==> config.mk <==
export PLATFORM = sky130hd
export DESIGN_NAME = fma_round_pack
export DESIGN_NICKNAME = d
export VERILOG_FILES = /design/src/rtl/fma_pkg.sv /design/src/rtl/fma_lzc.sv /design/src/rtl/fma_round_pack.sv
export SDC_FILE = /design/constraint.sdc
export NUM_CORES = 1
export LEC_CHECK = 0
export ABC_CLOCK_PERIOD_IN_PS = 4400
export CAP_MARGIN = 5
export CELL_PAD_IN_SITES_DETAIL_PLACEMENT = 1
export CELL_PAD_IN_SITES_GLOBAL_PLACEMENT = 2
export CORE_ASPECT_RATIO = 1.2
export CORE_UTILIZATION = 30
export CTS_BUF_LIST = sky130_fd_sc_hd__clkbuf_8
export CTS_CLUSTER_SIZE = 16
export DETAILED_ROUTE_END_ITERATION = 8
export PLACE_DENSITY = 0.75
export RECOVER_POWER = 100
export SLEW_MARGIN = 20
export SYNTH_ARGS = -nofsm -noshare
export SYNTH_HDL_FRONTEND = slang
export SYNTH_HIERARCHICAL = 1
export SYNTH_SLANG_ARGS = --single-unit
==> constraint.sdc <==
create_clock -name clk -period 4.4 [get_ports clk]
set_input_delay 0.88 -clock clk [delete_from_list [all_inputs] [get_ports clk]]
set_output_delay 0.88 -clock clk [all_outputs]
set_load 0.02 [all_outputs]
==> src/rtl/fma_pkg.sv <==
// Shared definitions for the FMA round/pack back end: binary32 field layout,
// flag bit positions and the record carried from the normalize to the round stage.
package fma_pkg;

    localparam int BIAS     = 127;
    localparam int EXP_W    = 8;
    localparam int MAN_W    = 23;
    localparam int EXP_MAX  = 2 * BIAS + 1;
    localparam int E_W      = 11;

    localparam int FLAG_OVF = 2;
    localparam int FLAG_UNF = 1;
    localparam int FLAG_INX = 0;

    typedef struct packed {
        logic             sign;
        logic             zero;
        logic [E_W-1:0]   e;
        logic [MAN_W-1:0] mant;
        logic             guard;
        logic             sticky;
    } s1_t;

endpackage

==> src/rtl/fma_lzc.sv <==
// Combinational leading-zero counter; out_cnt is the left shift that brings the
// leading one to the MSB (0 when the vector is all zeros, flagged by out_zero).
module fma_lzc #(
    parameter int W     = 50,
    parameter int CNT_W = $clog2(W)
) (
    input  logic [W-1:0]     in_vec,
    output logic [CNT_W-1:0] out_cnt,
    output logic             out_zero
);

    always_comb begin
        out_cnt = '0;
        for (int i = 0; i < W; i++) begin
            if (in_vec[i]) out_cnt = CNT_W'(W - 1 - i);
        end
    end

    assign out_zero = ~|in_vec;

endmodule

==> src/rtl/fma_round_pack.sv <==
// FMA back end: normalize (S1) then round-to-nearest-even and pack to binary32 (S2).
// Define FMA_ROUND_PACK_SUBNORMAL_EN to produce subnormal results instead of flushing to zero.
module fma_round_pack
    import fma_pkg::*;
#(
    parameter int SUM_W = 50,
    parameter int POINT = 46
) (
    input  logic             clk,
    input  logic             rst,
    input  logic             in_valid,
    output logic             in_ready,
    input  logic             in_sign,
    input  logic [9:0]       in_exp,
    input  logic [SUM_W-1:0] in_sum,
    input  logic             in_sticky,
    output logic             out_valid,
    input  logic             out_ready,
    output logic [31:0]      out_result,
    output logic [2:0]       out_flags
);

    localparam int LZ_W = $clog2(SUM_W);

    function automatic logic [MAN_W:0] f_rne(input logic [MAN_W-1:0] mant,
                                             input logic guard, input logic sticky);
        return {1'b0, mant} + (MAN_W+1)'(guard & (sticky | mant[0]));
    endfunction

`ifdef FMA_ROUND_PACK_SUBNORMAL_EN
    // Returns {mantissa, guard, sticky} after shifting the hidden-bit significand right by sh.
    function automatic logic [MAN_W+1:0] f_denorm(input logic [MAN_W-1:0] mant,
                                                  input logic guard, input logic sticky,
                                                  input logic [E_W:0] sh);
        logic [MAN_W+1:0] v;
        logic [MAN_W+1:0] mask;
        logic [MAN_W:0]   sh_v;
        v = {1'b1, mant, guard};
        if (sh >= (E_W+1)'(MAN_W + 2)) return {{MAN_W{1'b0}}, 1'b0, 1'b1};
        mask = ~({(MAN_W+2){1'b1}} << sh[4:0]);
        sh_v = (MAN_W+1)'(v >> sh[4:0]);
        return {sh_v[MAN_W:1], sh_v[0], sticky | (|(v & mask))};
    endfunction
`endif

    logic             r_s1_vld;
    s1_t              r_s1;
    logic             r_s2_vld;
    logic [31:0]      r_result;
    logic [2:0]       r_flags;

    logic             w_s2_free;
    logic             w_s1_free;
    logic [LZ_W-1:0]  w_lzc;
    logic             w_zero;
    logic [SUM_W-2:0] w_norm;
    s1_t              w_s1_next;

    logic signed [E_W:0] w_e2;
    logic signed [E_W:0] w_e_rnd;
    logic [MAN_W:0]      w_rnd;
    logic [31:0]         w_pk_res;
    logic [2:0]          w_pk_flags;
`ifdef FMA_ROUND_PACK_SUBNORMAL_EN
    logic [MAN_W+1:0]    w_dn;
`endif

    assign w_s2_free = !r_s2_vld || out_ready;
    assign w_s1_free = !r_s1_vld || w_s2_free;
    assign in_ready  = !rst && w_s1_free;

    // ---- S1: leading-one detect and normalize ----
    fma_lzc #(.W(SUM_W), .CNT_W(LZ_W)) u_lzc (
        .in_vec   (in_sum),
        .out_cnt  (w_lzc),
        .out_zero (w_zero)
    );

    // The leading one lands on the dropped MSB, so it stays implicit.
    assign w_norm = (SUM_W-1)'(in_sum << w_lzc);

    always_comb begin
        w_s1_next.sign   = in_sign;
        w_s1_next.zero   = w_zero;
        w_s1_next.e      = {in_exp[9], in_exp} + E_W'(SUM_W - 1 - POINT) - E_W'(w_lzc);
        w_s1_next.mant   = w_norm[SUM_W-2 -: MAN_W];
        w_s1_next.guard  = w_norm[SUM_W-2-MAN_W];
        w_s1_next.sticky = (|w_norm[SUM_W-3-MAN_W:0]) | in_sticky;
    end

    always_ff @(posedge clk or posedge rst) begin
        if (rst) begin
            r_s1_vld <= 1'b0;
        end else if (w_s1_free) begin
            r_s1_vld <= in_valid;
        end
    end

    always_ff @(posedge clk) begin
        if (w_s1_free && in_valid) r_s1 <= w_s1_next;
    end

    // ---- S2: round to nearest even and pack ----
    assign w_e2 = $signed({r_s1.e[E_W-1], r_s1.e});

    always_comb begin
        w_pk_res   = '0;
        w_pk_flags = '0;
        w_rnd      = '0;
        w_e_rnd    = '0;
`ifdef FMA_ROUND_PACK_SUBNORMAL_EN
        w_dn       = '0;
`endif
        if (r_s1.zero) begin
            w_pk_res             = {r_s1.sign, 31'b0};
            w_pk_flags[FLAG_UNF] = r_s1.sticky;
            w_pk_flags[FLAG_INX] = r_s1.sticky;
        end else if (w_e2 <= 12'sd0) begin
`ifdef FMA_ROUND_PACK_SUBNORMAL_EN
            w_dn  = f_denorm(r_s1.mant, r_s1.guard, r_s1.sticky, 12'sd1 - w_e2);
            w_rnd = f_rne(w_dn[MAN_W+1:2], w_dn[1], w_dn[0]);
            // A carry into bit 23 becomes exponent field 1, the smallest normal.
            w_pk_res             = {r_s1.sign, 7'b0, w_rnd};
            w_pk_flags[FLAG_UNF] = w_dn[1] | w_dn[0];
            w_pk_flags[FLAG_INX] = w_dn[1] | w_dn[0];
`else
            w_pk_res             = {r_s1.sign, 31'b0};
            w_pk_flags[FLAG_UNF] = 1'b1;
            w_pk_flags[FLAG_INX] = 1'b1;
`endif
        end else begin
            w_rnd   = f_rne(r_s1.mant, r_s1.guard, r_s1.sticky);
            w_e_rnd = w_e2 + $signed({{E_W{1'b0}}, w_rnd[MAN_W]});
            if (w_e_rnd >= (E_W+1)'(EXP_MAX)) begin
                w_pk_res             = {r_s1.sign, {EXP_W{1'b1}}, {MAN_W{1'b0}}};
                w_pk_flags[FLAG_OVF] = 1'b1;
                w_pk_flags[FLAG_INX] = 1'b1;
            end else begin
                w_pk_res             = {r_s1.sign, w_e_rnd[EXP_W-1:0], w_rnd[MAN_W-1:0]};
                w_pk_flags[FLAG_INX] = r_s1.guard | r_s1.sticky;
            end
        end
    end

    always_ff @(posedge clk or posedge rst) begin
        if (rst) begin
            r_s2_vld <= 1'b0;
            r_result <= '0;
            r_flags  <= '0;
        end else if (w_s2_free) begin
            r_s2_vld <= r_s1_vld;
            if (r_s1_vld) begin
                r_result <= w_pk_res;
                r_flags  <= w_pk_flags;
            end
        end
    end

    assign out_valid  = r_s2_vld;
    assign out_result = r_result;
    assign out_flags  = r_flags;

endmodule

==> results.sh, run 1 <==
export IMPL_postRouteAntennaNets=0
export IMPL_largest_voltage_drop_on_the_vdd_net_v=0.000117
export IMPL_fin_crit_sh_pct=98.1
export IMPL_htree_levels=3
export IMPL_synth_area_leaders="sky130_fd_sc_hd__edfxtp_1 (16%), sky130_fd_sc_hd__mux4_2 (14%), sky130_fd_sc_hd__dfrtp_1 (13%)"
export IMPL_fmax_mhz=232
export IMPL_die_x_um=143
export IMPL_antenna_violations_before_repair=0
export IMPL_crit_fanout=7
export IMPL_outcome="finished, violations left"
export IMPL_worst_hold_slack_ns=0.471
export IMPL_dp_final_hpwl_mm=18.8
export IMPL_clock_tree_from_tritoncts="built"
export IMPL_max_slew_margin_pct=-68.6
export IMPL_clock_latency_at_the_later_pin_of_the_worst_skew_pair_ns=0.34
export IMPL_place_port_buffers=102
export IMPL_mappedNetlistArea_um2=7110
export IMPL_synth_fp_nets=856
export IMPL_yosysWarnings=6
export IMPL_globalplace_congestion=0.867
export IMPL_grt_first_pass_wirelength_mm=37.2
export IMPL_synth_flop_cell="sky130_fd_sc_hd__edfxtp_1"
export IMPL_totalWireLength_mm=23.2
export IMPL_final_layout_size_suffix_gt1_share_pct=29.1
export IMPL_gr_usage_met2_pct=34.0
export IMPL_grt_usage_pct=19.5
export IMPL_design_portCount=103
export IMPL_syn_instance_count=770
export IMPL_groute_layer_met3_usage_pct=1.57
export IMPL_ys_async_sr_fraction_pct=49.3
export IMPL_synthDistinctLibCells=76
export IMPL_area_enclosed_by_the_die_boundary_um2=24300
export IMPL_final_setup_worst_slack_ns=0.0814
export IMPL_endpoint_kind="flip-flop"
export IMPL_worst_endpoint_required_ns=4.49
export IMPL_cts_hold_repair_buffers=0
export IMPL_cts_inserted_buffers=9
export IMPL_worst_slew_pin_transition_ns=2.53
export IMPL_starting_utilization_of_the_core_area_pct=30.7
export IMPL_top_usage_layer="met2"
export IMPL_synth_top_cells_by_count="sky130_fd_sc_hd__nand2_1 (112), sky130_fd_sc_hd__nor2_1 (62), sky130_fd_sc_hd__a21oi_1 (45), sky130_fd_sc_hd__mux4_2 (43), sky130_fd_sc_hd__o21ai_0 (39)"
export IMPL_final_hold_violation_count=0
export IMPL_post_route_util_pct=42.8
export IMPL_gr_util_met1_pct=25.6
export IMPL_antennaDiodeCount=0
export IMPL_avgViaCountPerCell=5.16
export IMPL_synth_yosys_seq_area_share_pct=29.1
export IMPL_post_synth_top_area_cell="sky130_fd_sc_hd__edfxtp_1"
export IMPL_fin_crit_ns=4.32
export IMPL_drc=0
export IMPL_fin_nets=1097
export IMPL_synth_most_common_cell="sky130_fd_sc_hd__nand2_1"
export IMPL_crit_arrival_ns=4.41
export IMPL_final_setup_skew_ns=0.00864
export IMPL_area_growth_synth_to_final_pct=39.6
export IMPL_max_cap_violations=3
export IMPL_finalSetupViolations=0
export IMPL_number_of_synthesized_flops_with_an_enable_pin=38
export IMPL_total_power_w=0.00240
export IMPL_clk_root_buffer_cell="sky130_fd_sc_hd__clkbuf_8"
export IMPL_die_h_um=171
export IMPL_grt_overflow_total=0
export IMPL_startpoint_type="primary input"
export IMPL_placement_setup_worst_slack_ns=-0.338
export IMPL_synth_top_area_share_pct=16.0
export IMPL_drt_initial_drc_count=291
export IMPL_postSynthRegisterBits=75
export IMPL_num_fill_cells=2774
export IMPL_routedWlPerCell_um=17.4
export IMPL_report_final_slew_viol_count=125
export IMPL_postSynthAreaPerCell_um2=9.24
export IMPL_timing_hold_worst_class="flip-flop to flip-flop"
export IMPL_detailroute_via_count=6873
export IMPL_number_of_global_route_vias_before_repair=6904
export IMPL_failing_checks="max-capacitance violations, max-slew violations"
export IMPL_path_clk_slew_ns=0.08
export IMPL_crit_type="primary input to flip-flop"
export IMPL_first_pass_iters=4
export IMPL_finalSetupTns_ns=0
export IMPL_maximum_clock_path_buffer_count=2
export IMPL_clock_sink_count=75
export IMPL_maximum_number_of_pins_on_one_net_before_global_route_repair=52
export IMPL_floorplan_rows=61
export IMPL_core_outline_area_um2=23200
export IMPL_p_per_area_nw_per_um2=241
export IMPL_p_leak_nw=4.04
==> path summary, 6_finish.rpt <==
kind	end	depth (start not counted)	slack [ns]	start
worst max-delay path	r_s1[0]	14	0.08	in_sum[33]
worst min-delay path	out_result[25]	1	0.47	out_result[25]
worst max register to register	out_result[9]	15	0.66	r_s1[0]
worst min register to register	out_result[25]	1	0.47	out_result[25]
max in group asynchronous	out_result[14]	3	1.52	rst
min in group asynchronous	r_s1_vld	3	1.73	rst
==> timing repair <==
| action | 4_1_cts | 5_1_grt |
|---|---|---|
| setup buffers | 0 | 5 |
| endpoints found under the setup margin | 0 | 22 |
| endpoints found under the hold margin | 0 | 0 |
| resized for setup | 0 | 23 |
==> layout by cell type, fill, tap and decap left out, types with 31 or more instances in the layout <==
cell type                         count
sky130_fd_sc_hd__mux4_2              43
sky130_fd_sc_hd__buf_4              165
sky130_fd_sc_hd__a21oi_1             42
sky130_fd_sc_hd__edfxtp_1            38
sky130_fd_sc_hd__dfrtp_1             37
sky130_fd_sc_hd__clkdlybuf4s50_1     61
sky130_fd_sc_hd__dlygate4sd3_1       39
sky130_fd_sc_hd__o21ai_0             38
sky130_fd_sc_hd__nor2_1              61
sky130_fd_sc_hd__nand2_1            112
sky130_fd_sc_hd__mux2i_1             31
==> area by class of cell <==
type / count / area [um^2] / share of cell area [%]
Sequential cell: 75 / 2070 / 20.8
Inverter: 29 / 109 / 1.10
Tap cell: 315 / 394 / 3.97
Clock buffer: 12 / 165 / 1.66
Timing Repair Buffer: 274 / 2330 / 23.5
Multi-Input combinational cell: 622 / 4810 / 48.5
Clock inverter: 4 / 46.3 / 0.466
==> cells by family (layout without fill, tap and decap cells) <==
family / after synthesis / after routing / synth area share, %
multiplexers: 98 / 98 / 21.7
adder cells (fa/ha/maj): 20 / 20 / 3.62
AO/OA/AOI/OAI: 198 / 198 / 18.1
XOR/XNOR: 34 / 34 / 4.19
flip-flops: 75 / 75 / 29.1
AND/OR/NAND/NOR: 272 / 272 / 18.8
buffers and inverters: 73 / 319 / 4.59
==> power by group <==
group	switching, W	internal (W)	total [W]
clock	0.000256	0.000307	0.000564
sequential	0.0000527	0.000828	0.000881
combinational	0.000471	0.000481	0.000951
==> stage by stage <==
stage          std cells  area [um^2]
3_5_place_dp        1309         9610
2_1_floorplan        770         7120
4_1_cts             1325         9830
3_3_place_gp        1309         9610
5_1_grt             1331         9930
6_report            1331         9930
==> layer usage <==
metal / up-vias / part of all wire (%)
li1: 3383 / -
met1: 3329 / 45
met2: 133 / 50
met3: 28 / 2.8
met4: 0 / 2.5
met5: - / 0
==> sequential cells by signal, indices dropped and copies added (netlist names) <==
name	count
out_flags	3
out_result	32
out_valid	1
r_s1	38
r_s1_vld	1
==> worst max-delay path, stage by stage <==
cell                              delay, ns
sky130_fd_sc_hd__clkdlybuf4s50_1       0.42
sky130_fd_sc_hd__or3_1                 0.37
sky130_fd_sc_hd__o211ai_1              0.20
sky130_fd_sc_hd__a31oi_1               0.23
sky130_fd_sc_hd__a211oi_4              0.34
sky130_fd_sc_hd__buf_4                 0.18
sky130_fd_sc_hd__clkbuf_4              0.18
sky130_fd_sc_hd__mux4_2                0.52
sky130_fd_sc_hd__mux2_2                0.31
sky130_fd_sc_hd__mux2i_2               0.18
sky130_fd_sc_hd__nand2_1               0.07
sky130_fd_sc_hd__and4bb_2              0.30
sky130_fd_sc_hd__a31o_2                0.16
sky130_fd_sc_hd__a2bb2oi_1             0.07
No activity file was read; power rests on OpenSTA's default activity.
==> run 2, diff against run 1 <==
--- a/config.mk
+++ b/config.mk
@@ -10,6 +10,7 @@
 export CELL_PAD_IN_SITES_DETAIL_PLACEMENT = 1
 export CELL_PAD_IN_SITES_GLOBAL_PLACEMENT = 2
 export CORE_ASPECT_RATIO = 1.2
+export CORE_MARGIN = 4
 export CORE_UTILIZATION = 30
 export CTS_BUF_LIST = sky130_fd_sc_hd__clkbuf_8
 export CTS_CLUSTER_SIZE = 16
==> run 2 against run 1 <==
The run still ends with max-capacitance violations, max-slew violations left. Largest power group unchanged. Setup slack better by 0.038 ns. Highest routed layer unchanged. Non-clock buffer count is 8 lower. Power is 0.82% higher. Die area is 7.9% higher. Maximum frequency is 0.88% higher.
==> results.sh, run 2 (synthesis results as in run 1) <==
export IMPL_outcome="finished, violations left"
export IMPL_failing_checks="max-capacitance violations, max-slew violations"
export IMPL_postRouteAntennaNets=0
export IMPL_crit_arrival_ns=4.37
export IMPL_fin_crit_sh_pct=97.3
export IMPL_final_setup_worst_slack_ns=0.119
export IMPL_worst_endpoint_required_ns=4.49
export IMPL_layout_cells_most_common="sky130_fd_sc_hd__buf_4"
export IMPL_core_outline_area_um2=23300
export IMPL_p_per_area_nw_per_um2=243
export IMPL_placedInstanceArea_um2=9610
export IMPL_crit_end="r_s1[0]"
export IMPL_routedWlPerCell_um=18.2
export IMPL_critical_path_most_common_cell="sky130_fd_sc_hd__buf_4"
export IMPL_num_fill_cells=2707
export IMPL_flip_flop_count_of_the_largest_register_all_copies_and_words_added=38
export IMPL_floorplan_rows=61
export IMPL_endpoint_kind="flip-flop"
export IMPL_drc=0
export IMPL_timing_hold_worst_class="flip-flop to flip-flop"
export IMPL_worst_path_max_delay_cell="sky130_fd_sc_hd__mux4_2"
export IMPL_clock_sink_count=75
export IMPL_r2r_setup_slack_ns=0.62
export IMPL_antennaDiodeCount=0
export IMPL_crit_fanout=5
export IMPL_critical_path_depth=15
export IMPL_fin_crit_ns=4.28
export IMPL_clock_tree_from_tritoncts="built"
export IMPL_crit_path_cell_trace="clkdlybuf4s50_1 > inv_1 > a221o_1 > a211oi_2 > o21ai_1 > a211oi_4 > buf_4 > buf_4 > mux4_2 > mux2_2 > mux2i_1 > nand2_1 > and4bb_2 > a31o_2 > a2bb2oi_1"
export IMPL_antenna_violations_before_repair=0
export IMPL_path_clk_slew_ns=0.08
export IMPL_avgViaCountPerCell=5.21
export IMPL_final_cells=1323
export IMPL_crit_family="compound AO/OA/AOI/OAI gates"
export IMPL_final_layout_size_suffix_gt1_share_pct=28.8
export IMPL_clock_latency_at_the_later_pin_of_the_worst_skew_pair_ns=0.35
export IMPL_maximum_number_of_pins_on_one_net_before_global_route_repair=52
export IMPL_crit_buf_inv=4
export IMPL_startpoint_type="primary input"
export IMPL_worst_slew_pin_transition_ns=2.08
export IMPL_first_pass_iters=4
export IMPL_htree_levels=3
export IMPL_design_portCount=103
export IMPL_groute_layer_met3_usage_pct=1.56
export IMPL_starting_utilization_of_the_core_area_pct=30.6
export IMPL_placed_cells=1303
export IMPL_detailroute_via_count=6899
export IMPL_timing_reg2reg_worst_path_depth=15
export IMPL_fin_nets=1089
export IMPL_largest_register="r_s1"
export IMPL_gr_util_met1_pct=23.5
export IMPL_final_hold_violation_count=0
export IMPL_place_port_buffers=102
export IMPL_area_enclosed_by_the_die_boundary_um2=26200
export IMPL_cts_inserted_buffers=9
export IMPL_max_cap_violations=3
export IMPL_clk_root_buffer_cell="sky130_fd_sc_hd__clkbuf_8"
export IMPL_cts_hold_repair_buffers=0
export IMPL_finalSetupTns_ns=0
export IMPL_r2r_end="out_result[9]"
export IMPL_grt_first_pass_wirelength_mm=38.6
export IMPL_crit_type="primary input to flip-flop"
export IMPL_report_final_slew_viol_count=124
export IMPL_p_leak_nw=3.98
export IMPL_maximum_clock_path_buffer_count=2
export IMPL_r2r_start="r_s1[0]"
export IMPL_gr_usage_met2_pct=32.7
export IMPL_die_h_um=177
export IMPL_final_setup_skew_ns=0.00836
export IMPL_number_of_global_route_vias_before_repair=7159
export IMPL_grt_overflow_total=0
export IMPL_finalSetupViolations=0
export IMPL_design_area_um2=9940
export IMPL_critical_path_max_stage_delay_ns=0.54
export IMPL_area_growth_synth_to_final_pct=39.7
export IMPL_dp_final_hpwl_mm=19.7
export IMPL_placement_setup_worst_slack_ns=-0.447
export IMPL_largest_voltage_drop_on_the_vdd_net_v=0.000120
export IMPL_max_slew_margin_pct=-38.8
export IMPL_globalplace_congestion=0.870
export IMPL_totalWireLength_mm=24.0
export IMPL_layout_cells_most_common_list="sky130_fd_sc_hd__buf_4 (155), sky130_fd_sc_hd__nand2_1 (112), sky130_fd_sc_hd__clkdlybuf4s50_1 (63)"
export IMPL_setup_worst_path_start="in_sum[4]"
export IMPL_top_usage_layer="met2"
export IMPL_worst_hold_slack_ns=0.475
export IMPL_fmax_mhz=234
export IMPL_grt_usage_pct=18.3
export IMPL_holdPathStages=2
export IMPL_die_x_um=149
export IMPL_drt_initial_drc_count=360
[run 2: changes by cell type in the layout (fill, tap and decap cells not counted), sizes merged]
cell,previous run,this run
bufinv,1,2
dlymetal6s2s,2,0
clkbuf,15,12
clkinvlp,0,3
clkdlybuf4s50,61,63
inv,30,29
buf,169,161
[run 2: routing by layer]
layer | vias up | wire length [um]
met5 | - | 0
met4 | 0 | 704
met3 | 31 | 746
met2 | 130 | 12400
met1 | 3368 | 10200
li1 | 3370 | -
[run 2: through the flow]
stage | util (%) | total power, W
2_1_floorplan | - | 0.00138
3_3_place_gp | 41.3 | 0.00183
3_5_place_dp | 41.3 | 0.00185
4_1_cts | 42.2 | 0.00244
5_1_grt | 42.7 | 0.00257
6_report | 42.7 | 0.00242
[run 2: report_power, final]
part | leakage [nW] | internal (W) | switching, W
logic | 3.03 | 0.000479 | 0.000474
registers | 0.849 | 0.000827 | 0.0000543
clock network | 0.101 | 0.000317 | 0.000264
[run 2: how the worst min path moves through the flow]
stage | startpoint | endpoint
final | out_result[21] | out_result[21]
after global routing | r_s1[37] | out_result[31]
after CTS | out_result[21] | out_result[21]
after detailed placement | out_result[21] | out_result[21]
after global placement | r_s1[37] | out_result[31]
after floorplan | r_s1[37] | out_result[31]
[run 2: worst min-delay path, delay by kind of cell, from the launching register on]
| kind | cells | cell delay [ns] |
|---|---|---|
| AOI/OAI and AO/OA | 1 | 0.05 |
| DFF | 1 | 0.34 |
| and+or+nand+nor | 1 | 0.06 |
[run 2: area by class of cell]
cell class,instances,area [um^2],share of cell area (%)
multi-input combinational,622,4840,48.8
timing repair buffer,266,2310,23.2
sequential,75,2070,20.8
tap,315,394,3.97
clock buffer,9,124,1.25
inverter,29,109,1.10
clock inverter,7,92.6,0.932
[run 2: timing repair]
| action | CTS | global route |
|---|---|---|
| pin swaps | 0 | 1 |
| gates cloned | 0 | 1 |
| resized for setup | 2 | 24 |
| setup endpoints to repair | 1 | 15 |
| setup buffers | 0 | 3 |
| hold endpoints to repair | 0 | 0 |
==> run 3, diff against run 2 <==
--- a/config.mk
+++ b/config.mk
@@ -5,17 +5,17 @@
 export SDC_FILE = /design/constraint.sdc
 export NUM_CORES = 1
 export LEC_CHECK = 0
-export ABC_CLOCK_PERIOD_IN_PS = 4400
+export ABC_CLOCK_PERIOD_IN_PS = 3490
 export CAP_MARGIN = 5
 export CELL_PAD_IN_SITES_DETAIL_PLACEMENT = 1
 export CELL_PAD_IN_SITES_GLOBAL_PLACEMENT = 2
 export CORE_ASPECT_RATIO = 1.2
 export CORE_MARGIN = 4
 export CORE_UTILIZATION = 30
-export CTS_BUF_LIST = sky130_fd_sc_hd__clkbuf_8
+export CTS_BUF_LIST = sky130_fd_sc_hd__clkbuf_16
 export CTS_CLUSTER_SIZE = 16
 export DETAILED_ROUTE_END_ITERATION = 8
-export PLACE_DENSITY = 0.75
+export PLACE_DENSITY_LB_ADDON = 0.1
 export RECOVER_POWER = 100
 export SLEW_MARGIN = 20
 export SYNTH_ARGS = -nofsm -noshare
==> constraint.sdc (replaced) <==
create_clock -name clk -period 3.49 [get_ports clk]
set_input_delay 0.698 -clock clk [delete_from_list [all_inputs] [get_ports clk]]
set_output_delay 0.698 -clock clk [all_outputs]
set_load 0.02 [all_outputs]
==> run 3 against run 2 <==
Final area grew 19%. Die area unchanged. First-iteration DRC count is 35% lower. Via count grew 6.9%. Routed wire length rose by 14%. Largest cell class unchanged. Non-clock buffer count increased by 83. Setup slack lost 0.40 ns. The flow finishes with violations (max-capacitance violations, max-slew violations, negative setup slack). Cell count increased by 6.5%.
==> results.sh, run 3 (synthesis results as in run 1) <==
export IMPL_crit_arrival_ns=3.85
export IMPL_antenna_violations_before_repair=0
export IMPL_r2r_start="r_s1[0]"
export IMPL_htree_levels=3
export IMPL_startpoint_type="primary input"
export IMPL_crit_family="compound AO/OA/AOI/OAI gates"
export IMPL_max_slew_margin_pct=-26.6
export IMPL_r2r_end="out_flags[0]"
export IMPL_layout_cells_most_common="sky130_fd_sc_hd__buf_4"
export IMPL_area_growth_synth_to_final_pct=66.6
export IMPL_timing_hold_worst_class="flip-flop to flip-flop"
export IMPL_routedWlPerCell_um=19.5
export IMPL_p_per_area_nw_per_um2=306
export IMPL_clk_root_buffer_cell="sky130_fd_sc_hd__clkbuf_16"
export IMPL_postRouteAntennaNets=0
export IMPL_globalplace_congestion=0.859
export IMPL_largest_register="r_s1"
export IMPL_fin_crit_sh_pct=108
export IMPL_critical_path_depth=15
export IMPL_largest_voltage_drop_on_the_vdd_net_v=0.000178
export IMPL_design_portCount=103
export IMPL_rsz0062_at_grt="true"
export IMPL_hp_start="out_result[28]"
export IMPL_p_leak_nw=4.82
export IMPL_final_cells=1409
export IMPL_cts_inserted_buffers=9
export IMPL_final_setup_worst_slack_ns=-0.281
export IMPL_final_layout_size_suffix_gt1_share_pct=47.8
export IMPL_failing_checks="max-capacitance violations, max-slew violations, negative setup slack"
export IMPL_flip_flop_count_of_the_largest_register_all_copies_and_words_added=38
export IMPL_finalSetupTns_ns=-4.31
export IMPL_number_of_global_route_vias_before_repair=7936
export IMPL_r2r_setup_slack_ns=0.23
export IMPL_worst_hold_slack_ns=0.465
export IMPL_finalSetupViolations=30
export IMPL_outcome="finished, violations left"
export IMPL_crit_fanout=7
export IMPL_clock_latency_at_the_later_pin_of_the_worst_skew_pair_ns=0.33
export IMPL_place_port_buffers=102
export IMPL_total_power_w=0.00363
export IMPL_fin_crit_ns=3.77
export IMPL_report_final_slew_viol_count=37
export IMPL_grt_overflow_total=0
export IMPL_worst_endpoint_required_ns=3.57
export IMPL_crit_end="r_s1[0]"
export IMPL_timing_reg2reg_worst_path_depth=17
export IMPL_fmax_mhz=265
export IMPL_maximum_clock_path_buffer_count=2
export IMPL_clock_tree_from_tritoncts="built"
export IMPL_totalWireLength_mm=27.5
export IMPL_clock_sink_count=75
export IMPL_final_setup_skew_ns=0.0116
export IMPL_path_clk_slew_ns=0.06
export IMPL_worst_slew_pin_transition_ns=1.90
export IMPL_endpoint_kind="flip-flop"
export IMPL_detailroute_via_count=7373
export IMPL_area_enclosed_by_the_die_boundary_um2=26200
export IMPL_maximum_number_of_pins_on_one_net_before_global_route_repair=47
export IMPL_drt_initial_drc_count=234
export IMPL_core_outline_area_um2=23300
export IMPL_grt_first_pass_wirelength_mm=43.0
export IMPL_layout_cells_most_common_list="sky130_fd_sc_hd__buf_4 (191), sky130_fd_sc_hd__nand2_1 (94), sky130_fd_sc_hd__nor2_1 (48)"
export IMPL_fin_nets=1175
export IMPL_drc=0
export IMPL_crit_buf_inv=4
export IMPL_dp_final_hpwl_mm=20.8
export IMPL_final_hold_violation_count=0
export IMPL_die_h_um=177
export IMPL_critical_path_max_stage_delay_ns=0.52
export IMPL_die_x_um=149
export IMPL_avgViaCountPerCell=5.23
export IMPL_worst_path_max_delay_cell="sky130_fd_sc_hd__mux4_2"
export IMPL_placed_cells=1334
export IMPL_grt_usage_pct=20.6
export IMPL_crit_type="primary input to flip-flop"
export IMPL_antennaDiodeCount=0
export IMPL_max_cap_violations=1
export IMPL_starting_utilization_of_the_core_area_pct=30.6
export IMPL_floorplan_rows=61
export IMPL_first_pass_iters=4
export IMPL_crit_path_cell_trace="buf_6 > nand2b_4 > a221o_1 > a211oi_4 > o21ai_2 > a211oi_4 > buf_4 > buf_8 > buf_6 > mux4_2 > mux2_4 > mux2i_2 > nand3_1 > a221oi_2 > a2bb2oi_2"
export IMPL_setup_worst_path_start="in_sum[1]"
[run 3: cell types whose count changed in the layout (fill, tap and decap cells not counted), sizes merged]
cell,previous run,this run
or3,5,8
clkinv,2,5
clkdlybuf4s15,0,9
clkbuf,12,20
buf,161,253
clkinvlp,3,0
dlygate4sd2,0,14
dlymetal6s2s,0,8
clkdlybuf4s50,63,15
[run 3: where the power goes]
| group | internal [W] | switching (W) | total (W) |
|---|---|---|---|
| combinational | 0.000787 | 0.000744 | 0.00153 |
| sequential | 0.00104 | 0.0000682 | 0.00111 |
| clock | 0.000630 | 0.000358 | 0.000988 |
[run 3: worst reg2reg max path, stage by stage, from the launching register on]
cell and delay, ns:
sky130_fd_sc_hd__edfxtp_1 0.38, sky130_fd_sc_hd__o21a_1 0.20, sky130_fd_sc_hd__ha_1 0.20, sky130_fd_sc_hd__nand3_1 0.12, sky130_fd_sc_hd__nor3_2 0.05, sky130_fd_sc_hd__buf_4 0.14
sky130_fd_sc_hd__nand4_1 0.10, sky130_fd_sc_hd__nor2_1 0.05, sky130_fd_sc_hd__buf_4 0.13, sky130_fd_sc_hd__ha_2 0.19, sky130_fd_sc_hd__ha_4 0.27, sky130_fd_sc_hd__nand4b_1 0.09
sky130_fd_sc_hd__nor2_1 0.10, sky130_fd_sc_hd__nand2_1 0.10, sky130_fd_sc_hd__o41ai_4 0.57, sky130_fd_sc_hd__buf_4 0.23, sky130_fd_sc_hd__nor3_1 0.05, sky130_fd_sc_hd__o31ai_1 0.20
[run 3: worst min-delay path by stage]
| stage | endpoint | cells past startpoint |
|---|---|---|
| 2_1_floorplan | out_result[31] | 1 |
| 4_1_cts | out_result[28] | 1 |
| 3_3_place_gp | out_result[26] | 1 |
| 5_1_grt | out_result[21] | 2 |
| 6_report | out_result[28] | 1 |
| 3_5_place_dp | out_result[7] | 2 |
[run 3: routing by layer]
metal	GRT usage, %	part of all wire [%]	vias to the layer above
met3	1.74	2.6	48
met1	23.4	39	3617
met4	9.16	4.2	0
met5	0	0	-
met2	38.9	55	160
li1	-	-	3548
[run 3: repair_timing]
| action | in CTS | in global routing |
|---|---|---|
| setup endpoints to repair | 35 | 60 |
| hold buffers | 0 | 0 |
| pin swaps | 65 | 65 |
| buffers inserted | 36 | 28 |
| cloned | 7 | 2 |
| resized for setup | 222 | 141 |
[run 3: cell type report]
type / count / area (um^2)
clock buffer: 9 / 225
clock inverter: 7 / 100
fill: 2573 / 11400
inverter: 29 / 139
multi-input combinational: 625 / 5750
sequential: 75 / 2070
tap: 315 / 394
timing repair buffer: 349 / 3170
[run 3: metrics by stage]
step / util (%) / setup WS [ns] / cell area, um^2
after detailed placement: 43.0 / -1.05 / 10000
after global placement: 43.0 / -1.01 / 10000
after CTS: 48.5 / -0.365 / 11300
after floorplan: - / -0.376 / 7280
after global routing: 50.9 / -0.410 / 11900
final: 50.9 / -0.281 / 11900
